File: src/rtl/multicycle_ctrl.sv
// Multi-cycle RV32I sequencer: FETCH -> DECODE -> EXEC -> [MEM] -> WB around a shared ALU and memory port.
// Define MEM_TIMEOUT_EN to trap to TRAP/bus_err when a req/ack handshake exceeds TIMEOUT_CYCLES.
module multicycle_ctrl #(
    parameter int unsigned TIMEOUT_CYCLES = 255,
    parameter int unsigned TO_W           = 8
) (
    input  logic       clk,
    input  logic       rst,
    input  logic [6:0] imem_opcode,
    output logic       imem_req,
    input  logic       imem_ack,
    output logic       dmem_req,
    output logic       dmem_we,
    input  logic       dmem_ack,
    input  logic       branch_taken,
    output logic       ir_we,
    output logic       pc_we,
    output logic [1:0] pc_sel,
    output logic       alu_a_sel,
    output logic       alu_b_sel,
    output logic       rf_we,
    output logic [1:0] wb_sel,
    output logic       retire,
    output logic       illegal,
    output logic       bus_err,
    output logic [2:0] state
);

    typedef enum logic [2:0] {
        S_RESET  = 3'd0,
        S_FETCH  = 3'd1,
        S_DECODE = 3'd2,
        S_EXEC   = 3'd3,
        S_MEM    = 3'd4,
        S_WB     = 3'd5,
        S_TRAP   = 3'd6
    } state_e;

    localparam logic [6:0] OPC_OP     = 7'b0110011;
    localparam logic [6:0] OPC_OPIMM  = 7'b0010011;
    localparam logic [6:0] OPC_LOAD   = 7'b0000011;
    localparam logic [6:0] OPC_STORE  = 7'b0100011;
    localparam logic [6:0] OPC_LUI    = 7'b0110111;
    localparam logic [6:0] OPC_AUIPC  = 7'b0010111;
    localparam logic [6:0] OPC_JAL    = 7'b1101111;
    localparam logic [6:0] OPC_JALR   = 7'b1100111;
    localparam logic [6:0] OPC_BRANCH = 7'b1100011;
    localparam logic [6:0] OPC_SYSTEM = 7'b1110011;

    if (TIMEOUT_CYCLES >= (1 << TO_W)) begin : g_to_range
        $error("TIMEOUT_CYCLES does not fit in a TO_W-bit counter");
    end

    state_e     state_q, state_d;
    logic [6:0] opc_q, opc_d;
    logic       illegal_q, illegal_d;
    logic       bus_err_q, bus_err_d;
    logic       timeout;

    function automatic logic is_legal(input logic [6:0] opc);
        case (opc)
            OPC_OP, OPC_OPIMM, OPC_LOAD, OPC_STORE, OPC_LUI,
            OPC_AUIPC, OPC_JAL, OPC_JALR, OPC_BRANCH, OPC_SYSTEM: is_legal = 1'b1;
            default:                                              is_legal = 1'b0;
        endcase
    endfunction

`ifdef MEM_TIMEOUT_EN
    localparam logic [TO_W-1:0] TO_LAST = TO_W'(TIMEOUT_CYCLES - 1);

    logic [TO_W-1:0] to_cnt_q, to_cnt_d;
    logic            waiting;

    // Counter is zero outside a stalled handshake, so entry to FETCH/MEM always starts from 0.
    always_comb begin
        waiting  = ((state_q == S_FETCH) && !imem_ack) || ((state_q == S_MEM) && !dmem_ack);
        to_cnt_d = waiting ? to_cnt_q + 1'b1 : '0;
        timeout  = waiting && (to_cnt_q == TO_LAST);
    end

    always_ff @(posedge clk or posedge rst) begin
        if (rst) to_cnt_q <= '0;
        else     to_cnt_q <= to_cnt_d;
    end
`else
    assign timeout = 1'b0;
`endif

    // NOTE: state registers use non-blocking assignments so every flop samples pre-edge values.
    always_ff @(posedge clk or posedge rst) begin
        if (rst) begin
            state_q   <= S_RESET;
            opc_q     <= '0;
            illegal_q <= 1'b0;
            bus_err_q <= 1'b0;
        end else begin
            state_q   <= state_d;
            opc_q     <= opc_d;
            illegal_q <= illegal_d;
            bus_err_q <= bus_err_d;
        end
    end

    // NOTE: every output and next-state value gets a default first so no path infers a latch.
    always_comb begin
        state_d   = state_q;
        opc_d     = opc_q;
        illegal_d = illegal_q;
        bus_err_d = bus_err_q;
        imem_req  = 1'b0;
        dmem_req  = 1'b0;
        dmem_we   = 1'b0;
        ir_we     = 1'b0;
        pc_we     = 1'b0;
        pc_sel    = 2'b00;
        alu_a_sel = 1'b0;
        alu_b_sel = 1'b0;
        rf_we     = 1'b0;
        wb_sel    = 2'b00;
        retire    = 1'b0;

        case (state_q)
            S_RESET: state_d = S_FETCH;

            S_FETCH: begin
                imem_req = 1'b1;
                if (imem_ack) begin
                    ir_we   = 1'b1;
                    opc_d   = imem_opcode;
                    state_d = S_DECODE;
                end else if (timeout) begin
                    bus_err_d = 1'b1;
                    state_d   = S_TRAP;
                end
            end

            S_DECODE: begin
                if (is_legal(opc_q)) begin
                    state_d = S_EXEC;
                end else begin
                    illegal_d = 1'b1;
                    state_d   = S_TRAP;
                end
            end

            S_EXEC: begin
                state_d = S_WB;
                case (opc_q)
                    OPC_OPIMM, OPC_JALR: alu_b_sel = 1'b1;
                    OPC_LOAD, OPC_STORE: begin
                        alu_b_sel = 1'b1;
                        state_d   = S_MEM;
                    end
                    OPC_AUIPC: begin
                        alu_a_sel = 1'b1;
                        alu_b_sel = 1'b1;
                    end
                    OPC_BRANCH: begin
                        pc_we   = 1'b1;
                        pc_sel  = branch_taken ? 2'b01 : 2'b00;
                        retire  = 1'b1;
                        state_d = S_FETCH;
                    end
                    default: ;
                endcase
            end

            S_MEM: begin
                dmem_req  = 1'b1;
                dmem_we   = (opc_q == OPC_STORE);
                alu_b_sel = 1'b1;
                if (dmem_ack) begin
                    if (opc_q == OPC_STORE) begin
                        pc_we   = 1'b1;
                        retire  = 1'b1;
                        state_d = S_FETCH;
                    end else begin
                        state_d = S_WB;
                    end
                end else if (timeout) begin
                    bus_err_d = 1'b1;
                    state_d   = S_TRAP;
                end
            end

            S_WB: begin
                pc_we   = 1'b1;
                retire  = 1'b1;
                rf_we   = (opc_q != OPC_SYSTEM);
                state_d = S_FETCH;
                case (opc_q)
                    OPC_LOAD: wb_sel = 2'b01;
                    OPC_JAL: begin
                        wb_sel = 2'b10;
                        pc_sel = 2'b01;
                    end
                    OPC_JALR: begin
                        wb_sel = 2'b10;
                        pc_sel = 2'b10;
                    end
                    OPC_LUI: wb_sel = 2'b11;
                    default: ;
                endcase
            end

            S_TRAP: ;

            default: state_d = S_RESET;
        endcase
    end

    assign illegal = illegal_q;
    assign bus_err = bus_err_q;
    assign state   = state_q;

endmodule

File: config.mk
export PLATFORM = sky130hd
export DESIGN_NAME = multicycle_ctrl
export DESIGN_NICKNAME = d
export VERILOG_FILES = /design/src/rtl/multicycle_ctrl.sv
export SDC_FILE = /design/constraint.sdc
export NUM_CORES = 1
export LEC_CHECK = 0
export ABC_AREA = 1
export BUFFER_PORTS_ARGS = -buffer_cell sky130_fd_sc_hd__buf_2
export CORE_MARGIN = 3
export CORE_UTILIZATION = 45
export CTS_BUF_LIST = sky130_fd_sc_hd__clkbuf_8
export DETAILED_ROUTE_END_ITERATION = 7
export PLACE_DENSITY_LB_ADDON = 0.05
export SYNTH_ARGS = -nofsm -noshare
export SYNTH_HDL_FRONTEND = slang
export SYNTH_SLANG_ARGS = --single-unit
File: constraint.sdc
create_clock -name clk -period 1.3 [get_ports clk]
set_input_delay 0.195 -clock clk [delete_from_list [all_inputs] [get_ports clk]]
set_output_delay 0.195 -clock clk [all_outputs]
set_load 0.03 [all_outputs]
==> metrics.txt, run 1 <==
die width 48.4 um; htree depth 1; Post-Synth Simple-Gate Area 41.3%; mux cell area share after synthesis 0%; Post-Synth XOR/XNOR Area 0%; Synth Area in Adders 0%; Mapped Area 808 um^2; sequential share of the synthesized area 34.1%; post-GRT worst EP alu_b_sel; TritonCTS Buffers 3; mean post-synth cell area 6.27 um^2; FP Rows 14; CTS Buffer Depth 2; Top Ports 30; initial core utilization 50.7%; post-synthesis compound-gate area fraction 9.75%; Die Ht 48.4 um; Fail Step global routing; main combinational cell family by area after synthesis simple AND/OR/NAND/NOR gates; Root Buffer clkbuf_8; I/O Buffers 28; status did not finish; Final GP Congestion 0.843; Distinct cells, synth 19; largest net degree at the start of global routing 13; Mapped Nets 141; clk sinks 11; error msg [ERROR DPL-0038] Utilization greater than 100%, impossible to legalize; Worst EP kind top-level output; post-synthesis instance total 129; Synth Warn # 0; HPWL Detailed 1720 um; Post-DP Area 1200 um^2; flop and latch count out of synthesis 11
kinds of logic after synthesis:
group           after synthesis
compound gates               15
buf+inv                      28
flops                        11
other cells                   1
simple gates                 74
through the flow:
step                      setup WS [ns]  TNS [ns]  hold slack, ns  utilization [%]  instances
after floorplan                  -0.417     -1.30          0.0472                -        129
after global placement           -0.199     -1.55           0.190             75.6        198
after detailed placement         -0.229     -1.89           0.204             75.6        198
after CTS                        -0.355     -3.78           0.158             92.4        208
synthesized netlist by cell type:
cell type,number,area (um^2)
a211oi_1,1,7.51
a21oi_1,3,15.0
nand2_2,2,12.5
nor3_1,2,10.0
nor2_1,14,52.6
conb_1,1,3.75
o21ai_1,3,15.0
o22ai_1,1,6.26
inv_1,21,78.8
nand4_1,3,18.8
dfrtp_1,11,275
buf_4,3,22.5
nor3_2,1,10.0
inv_2,4,15.0
nand2_1,38,143
nor2_4,2,22.5
nor2_2,4,25.0
o21ai_0,7,35.0
nand3_1,8,40.0
repair_timing:
| item | in CTS |
|---|---|
| buffers inserted | 8 |
| gates resized for setup | 65 |
| pin swaps | 20 |
| hold buffers | 1 |
| endpoints found under the hold margin | 11 |
| endpoints found under the setup margin | 20 |
==> inputs of run 2 (changes only) <==
--- a/config.mk
+++ b/config.mk
@@ -7,11 +7,10 @@
 export LEC_CHECK = 0
 export ABC_AREA = 1
 export BUFFER_PORTS_ARGS = -buffer_cell sky130_fd_sc_hd__buf_2
-export CORE_MARGIN = 3
-export CORE_UTILIZATION = 45
-export CTS_BUF_LIST = sky130_fd_sc_hd__clkbuf_8
+export CORE_AREA = 3 3 64 66
 export DETAILED_ROUTE_END_ITERATION = 7
-export PLACE_DENSITY_LB_ADDON = 0.05
+export DIE_AREA = 0 0 67 69
+export PLACE_DENSITY_LB_ADDON = 0.15
 export SYNTH_ARGS = -nofsm -noshare
 export SYNTH_HDL_FRONTEND = slang
 export SYNTH_SLANG_ARGS = --single-unit
==> constraint.sdc (replaced) <==
create_clock -name clk -period 1.7 [get_ports clk]
set_input_delay 0.255 -clock clk [delete_from_list [all_inputs] [get_ports clk]]
set_output_delay 0.255 -clock clk [all_outputs]
set_load 0.03 [all_outputs]
==> run 2 against run 1 <==
Net effect:
- the flow now finishes, with violations (negative setup slack)
- synthesized cell count unchanged
- area after synthesis stayed put
==> metrics.txt, run 2 <==
antenna violations before repair 0; Max Cap Viol 0; count leader, synth nand2_1; Hold Path Class in2async; flop and latch count out of synthesis 11; failing checks negative setup slack; total negative setup slack -0.0227 ns; unrepaired setup endpoints after global routing yes; Mapped Nets 141; Setup Viol. Count Final 3; Pleak 0.656 nW; reg-to-reg slack, setup 0.29 ns; Logic pwr share 59.7%; initial core utilization 22.2%; Most flops, register opc_q; DRT antenna net count 0; Reg power frac 27.2%; Post-DP Area 1010 um^2; Final Hold Viols 0; FP Rows 22; largest net degree at the start of global routing 12; HPWL Detailed 1800 um; clk sinks 11; # diodes 0; critical path class reg2out; minimum clock period after layout 1.71 ns; Final WS setup -0.00979 ns; worst-path fanout max 3; fin. max-slew vios 0; asr flop ratio synth 100%; Max Freq 585 MHz; commonest non-fill, non-tap cell in the layout nand2_1; most frequent cells in the layout 36 x nand2_1, 18 x buf_2, 15 x buf_4, 14 x inv_1, 10 x inv_2; vias in the first global route 873; crit end category output pin; gr usage total 10.0%; Synth top cells by count 38 x nand2_1, 21 x inv_1, 14 x nor2_1, 11 x dfrtp_1, 8 x nand3_1; htree depth 1; pwr/cell area 1600 nW/um^2; share of layout cells above drive strength 1 49.7%; mean post-synth cell area 6.27 um^2; Vias 884; Residual DRC 0; Worst EP arrival 1.45 ns; Die Ht 69 um; P_int 978 uW; die width 67 um; fin crit share 101%; 1st-iter DRT viols 31; TritonCTS Buffers 3; Sw Ratio 51.4%; Synth-to-Final Area Change 55.9%; Clk Latency, worst-skew pair 0.24 ns; CTS Buffer Depth 2; Mapped Area 808 um^2; Fin Clk Skew 0.00220 ns; Distinct cells, synth 19; Avg Vias per Cell 4.07; design area 1260 um^2; top post-synthesis cells by area dfrtp_1 34%, nand2_1 18%, inv_1 9.8%, nor2_1 6.5%, nand3_1 5.0%; clock power share 13.1%; CTS hold repair buffers 0; Worst-path clk slew 0.05 ns; Total Wirelength 2190 um; Worst Path Required 1.44 ns; sequential share of the synthesized area 34.1%; TritonRoute pass-1 iters 6; max reg flops 7; net load switching power 1.04 mW; first-pass GRT wire length 3750 um; core area 3630 um^2; CTS tree yes; drt wl/cell 10.1 um; ys flop type dfrtp_1; Synth Warn # 0; status complete, but fails checks; R2R depth 9; Peak supply drop 0.351 mV; Post-synth EDFFs 0; Root Buffer clkbuf_8; Setup crit start kind register; I/O Buffers 28; Final GP Congestion 0.799; final hold slack 0.00612 ns; Yosys top cell area share 34.1%; Die ar. 4620 um^2; largest area contributor in the netlist dfrtp_1; post-synthesis instance total 129; Top Ports 30; global route overflow 0; nets 182
-- run 2: cell counts after synthesis --
No cell type changed its count.
-- run 2: repair_timing --
action / CTS / global route
pin swaps: 8 / 7
gates resized for setup: 28 / 23
setup endpoints to repair: 9 / 10
buffers inserted: 6 / 3
-- run 2: layout make-up --
cell class	instances	area [um^2]
clock inverters	1	5.00
fillers	415	2370
inverters	25	96.3
flip-flops and latches	11	280
repair buffers	39	267
multi-input cells	90	510
well taps	48	60.1
clock buffers	3	41.3
-- run 2: through the flow --
step           utilization (%)  instances  setup WS [ns]  power (mW)
6_report                  34.7        217       -0.00979        2.01
5_1_grt                   34.7        217         -0.112        2.19
4_1_cts                   32.7        214        -0.0230        1.96
3_5_place_dp              27.9        204          0.103        1.50
3_3_place_gp              27.9        204          0.111        1.50
2_1_floorplan                -        129         -0.162        1.25
-- run 2: worst max-delay path, cell delays in order, from the launching register on --
cell     delay (ns)
dfrtp_1        0.41
nor2_2         0.13
nand3_2        0.14
nor2_4         0.14
nor2_2         0.06
nand3_1        0.06
o21ai_1        0.06
nand2_1        0.09
buf_6          0.13
-- run 2: layer usage --
metal | wire length [um] | vias up | GRT usage [%] | part of all wire, %
met1 | 1040 | 385 | 13.6 | 48
met4 | 21 | 0 | 4.05 | 0.96
met2 | 1030 | 22 | 15.6 | 47
met5 | 0 | - | 0 | 0
met3 | 97 | 2 | 1.47 | 4.4
li1 | - | 475 | - | -
-- run 2: final timing paths --
kind / startpoint / end
worst max-delay path: opc_q[3]$_DFFE_PP0P_ / alu_b_sel
worst min-delay path: rst / illegal$_DFFE_PP0P_
worst max register to register: opc_q[3]$_DFFE_PP0P_ / state[2]$_DFFE_PP0P_
worst min register to register: illegal$_DFFE_PP0P_ / illegal$_DFFE_PP0P_
max in group asynchronous: rst / opc_q[5]$_DFFE_PP0P_
min in group clk: imem_opcode[0] / opc_q[0]$_DFFE_PP0P_
-- run 2: power by group through the flow --
| stage | logic (mW) | clock network [mW] | registers, mW |
|---|---|---|---|
| after CTS | 1.14 | 0.274 | 0.538 |
| after global placement | 0.992 | 0 | 0.512 |
| after floorplan | 0.672 | 0 | 0.576 |
| after detailed placement | 0.987 | 0 | 0.514 |
| final | 1.20 | 0.264 | 0.549 |
| after global routing | 1.35 | 0.281 | 0.566 |
-- run 2: kinds of logic after synthesis --
kind of cell,after synthesis,synth area share (%)
and+or+nand+nor,74,41.3
other,1,0.464
DFF,11,34.1
AOI/OAI and AO/OA,15,9.75
buffers and inverters,28,14.4
Power figures use the tool's default switching activity.
==> inputs of run 3 (changes only) <==
--- a/config.mk
+++ b/config.mk
@@ -10,7 +10,6 @@
 export CORE_AREA = 3 3 64 66
 export DETAILED_ROUTE_END_ITERATION = 7
 export DIE_AREA = 0 0 67 69
-export PLACE_DENSITY_LB_ADDON = 0.15
 export SYNTH_ARGS = -nofsm -noshare
 export SYNTH_HDL_FRONTEND = slang
 export SYNTH_SLANG_ARGS = --single-unit
==> run 3 against run 2 <==
Net effect:
- hold slack worse by 0.0014 ns
- critical path type unchanged
- die area stayed put
- sequential cell count did not move
- clock-buffer cell count grew 1
- clock skew barely moved
- power increased by 3.7%
- register-to-register slack worse by 0.16 ns
- the run still ends with negative setup slack left
- clock power fell by 3%
- fmax decreased by 1.8%
- wire length increased by 5.1%
- via count is 7.5% higher
- first-iteration DRC count shrank 16%
==> metrics.txt, run 3 (synthesis gave the netlist of run 2 again) <==
Vias 950; # diodes 0; Worst-path clk slew 0.05 ns; die width 67 um; total chip power 2.09 mW; TritonRoute pass-1 iters 4; commonest non-fill, non-tap cell in the layout nand2_1; I/O Buffers 28; Fillers 389; Worst R2R Start opc_q[3]$_DFFE_PP0P_; Max Freq 574 MHz; Final WS setup -0.0416 ns; gr usage total 9.90%; CTS hold repair buffers 0; Hold Path Class in2async; Residual DRC 0; fin crit share 102%; fin. max-slew vios 0; Pleak 0.685 nW; Logic pwr share 62.6%; Root Buffer clkbuf_8; Top Ports 30; critical path class reg2out; net load switching power 1.05 mW; unrepaired setup endpoints after global routing yes; nets 188; design area 1300 um^2; Clk Latency, worst-skew pair 0.23 ns; Synth-to-Final Area Change 61.0%; Sw Ratio 50.0%; Worst EP arrival 1.49 ns; Die Ht 69 um; vias in the first global route 915; drt wl/cell 10.3 um; crit end category output pin; htree depth 1; largest net degree at the start of global routing 13; initial core utilization 22.2%; Total Wirelength 2310 um; TritonCTS Buffers 3; failing checks negative setup slack; global route overflow 0; critical path launch point opc_q[3]$_DFFE_PP0P_; share of layout cells above drive strength 1 48.6%; Avg Vias per Cell 4.26; P_int 1.04 mW; Post-DP Area 1010 um^2; status complete, but fails checks; Fin Clk Skew 0.00197 ns; clock power share 12.2%; Final Hold Viols 0; core area 3630 um^2; first-pass GRT wire length 3700 um; pwr/cell area 1600 nW/um^2; HPWL Detailed 1690 um; Reg power frac 25.2%; Setup crit start kind register; clk sinks 11; Most flops, register opc_q; Final GP Congestion 0.766; Setup Viol. Count Final 5; placed insts 204; final non-filler cell total 223; minimum clock period after layout 1.74 ns; Die ar. 4620 um^2; CTS Buffer Depth 2; 1st-iter DRT viols 26; antenna violations before repair 0; Peak supply drop 0.313 mV; max reg flops 7; most frequent cells in the layout 37 x nand2_1, 20 x buf_2, 19 x buf_4, 15 x inv_1, 10 x inv_2; FP Rows 22; CTS tree yes; Worst Path Required 1.44 ns; worst-path fanout max 3; DRT antenna net count 0; Max Cap Viol 0
run 3: changes by cell type in the layout (fill, tap and decap cells not counted), sizes merged:
cell | previous run | this run
buf | 38 | 44
clkinv | 1 | 0
clkbuf | 4 | 5
run 3: final timing paths:
check	to	slack [ns]	depth (start not counted)
min in group clk	opc_q[0]$_DFFE_PP0P_	0.22	3
worst max-delay path	wb_sel[0]	-0.04	6
max in group asynchronous	opc_q[4]$_DFFE_PP0P_	1.37	2
worst min register to register	illegal$_DFFE_PP0P_	0.46	2
worst min-delay path	state[1]$_DFFE_PP0P_	0.005	2
worst max register to register	state[2]$_DFFE_PP0P_	0.13	10
run 3: worst max-delay path, cell delays in order, from the launching register on:
cell,delay [ns]
dfrtp_1,0.40
inv_2,0.08
nand4_1,0.22
nor2_2,0.20
inv_1,0.05
a21oi_1,0.13
buf_4,0.18
run 3: final cells by class:
cell class	instances	area (um^2)	share of cell area, %
Sequential cell	11	278	21.3
Tap cell	48	60.1	4.62
Inverter	25	93.8	7.21
Clock buffer	4	45.0	3.46
Multi-Input combinational cell	90	518	39.8
Timing Repair Buffer	45	307	23.6
run 3: per-stage QoR:
stage / setup TNS, ns / util, % / setup WS (ns) / hold WS, ns
finish: -0.148 / 35.8 / -0.0416 / 0.00473
detailed placement: 0 / 27.9 / 0.114 / 0.279
global placement: 0 / 27.9 / 0.119 / 0.266
CTS: -0.0963 / 33.2 / -0.0322 / 0.0347
global route: -0.850 / 35.8 / -0.157 / 0.0379
floorplan: -0.285 / - / -0.162 / 0.107
run 3: per-layer routing:
| metal | routed length, um | vias up | track usage, % |
|---|---|---|---|
| met4 | 65 | 0 | 4.73 |
| li1 | - | 482 | - |
| met3 | 134 | 8 | 1.63 |
| met1 | 1020 | 421 | 12.5 |
| met5 | 0 | - | 0 |
| met2 | 1090 | 39 | 16.0 |
run 3: timing repair:
item	4_1_cts	5_1_grt
gates resized for setup	25	16
endpoints found under the setup margin	9	10
buffers inserted	9	6
pin swaps	5	9
run 3: power groups by stage:
stage | sequential, mW | combinational [mW] | clock [mW]
after floorplan | 0.576 | 0.672 | 0
after global placement | 0.508 | 0.982 | 0
after detailed placement | 0.513 | 0.982 | 0
after CTS | 0.512 | 1.19 | 0.262
after global routing | 0.550 | 1.45 | 0.281
final | 0.525 | 1.31 | 0.256
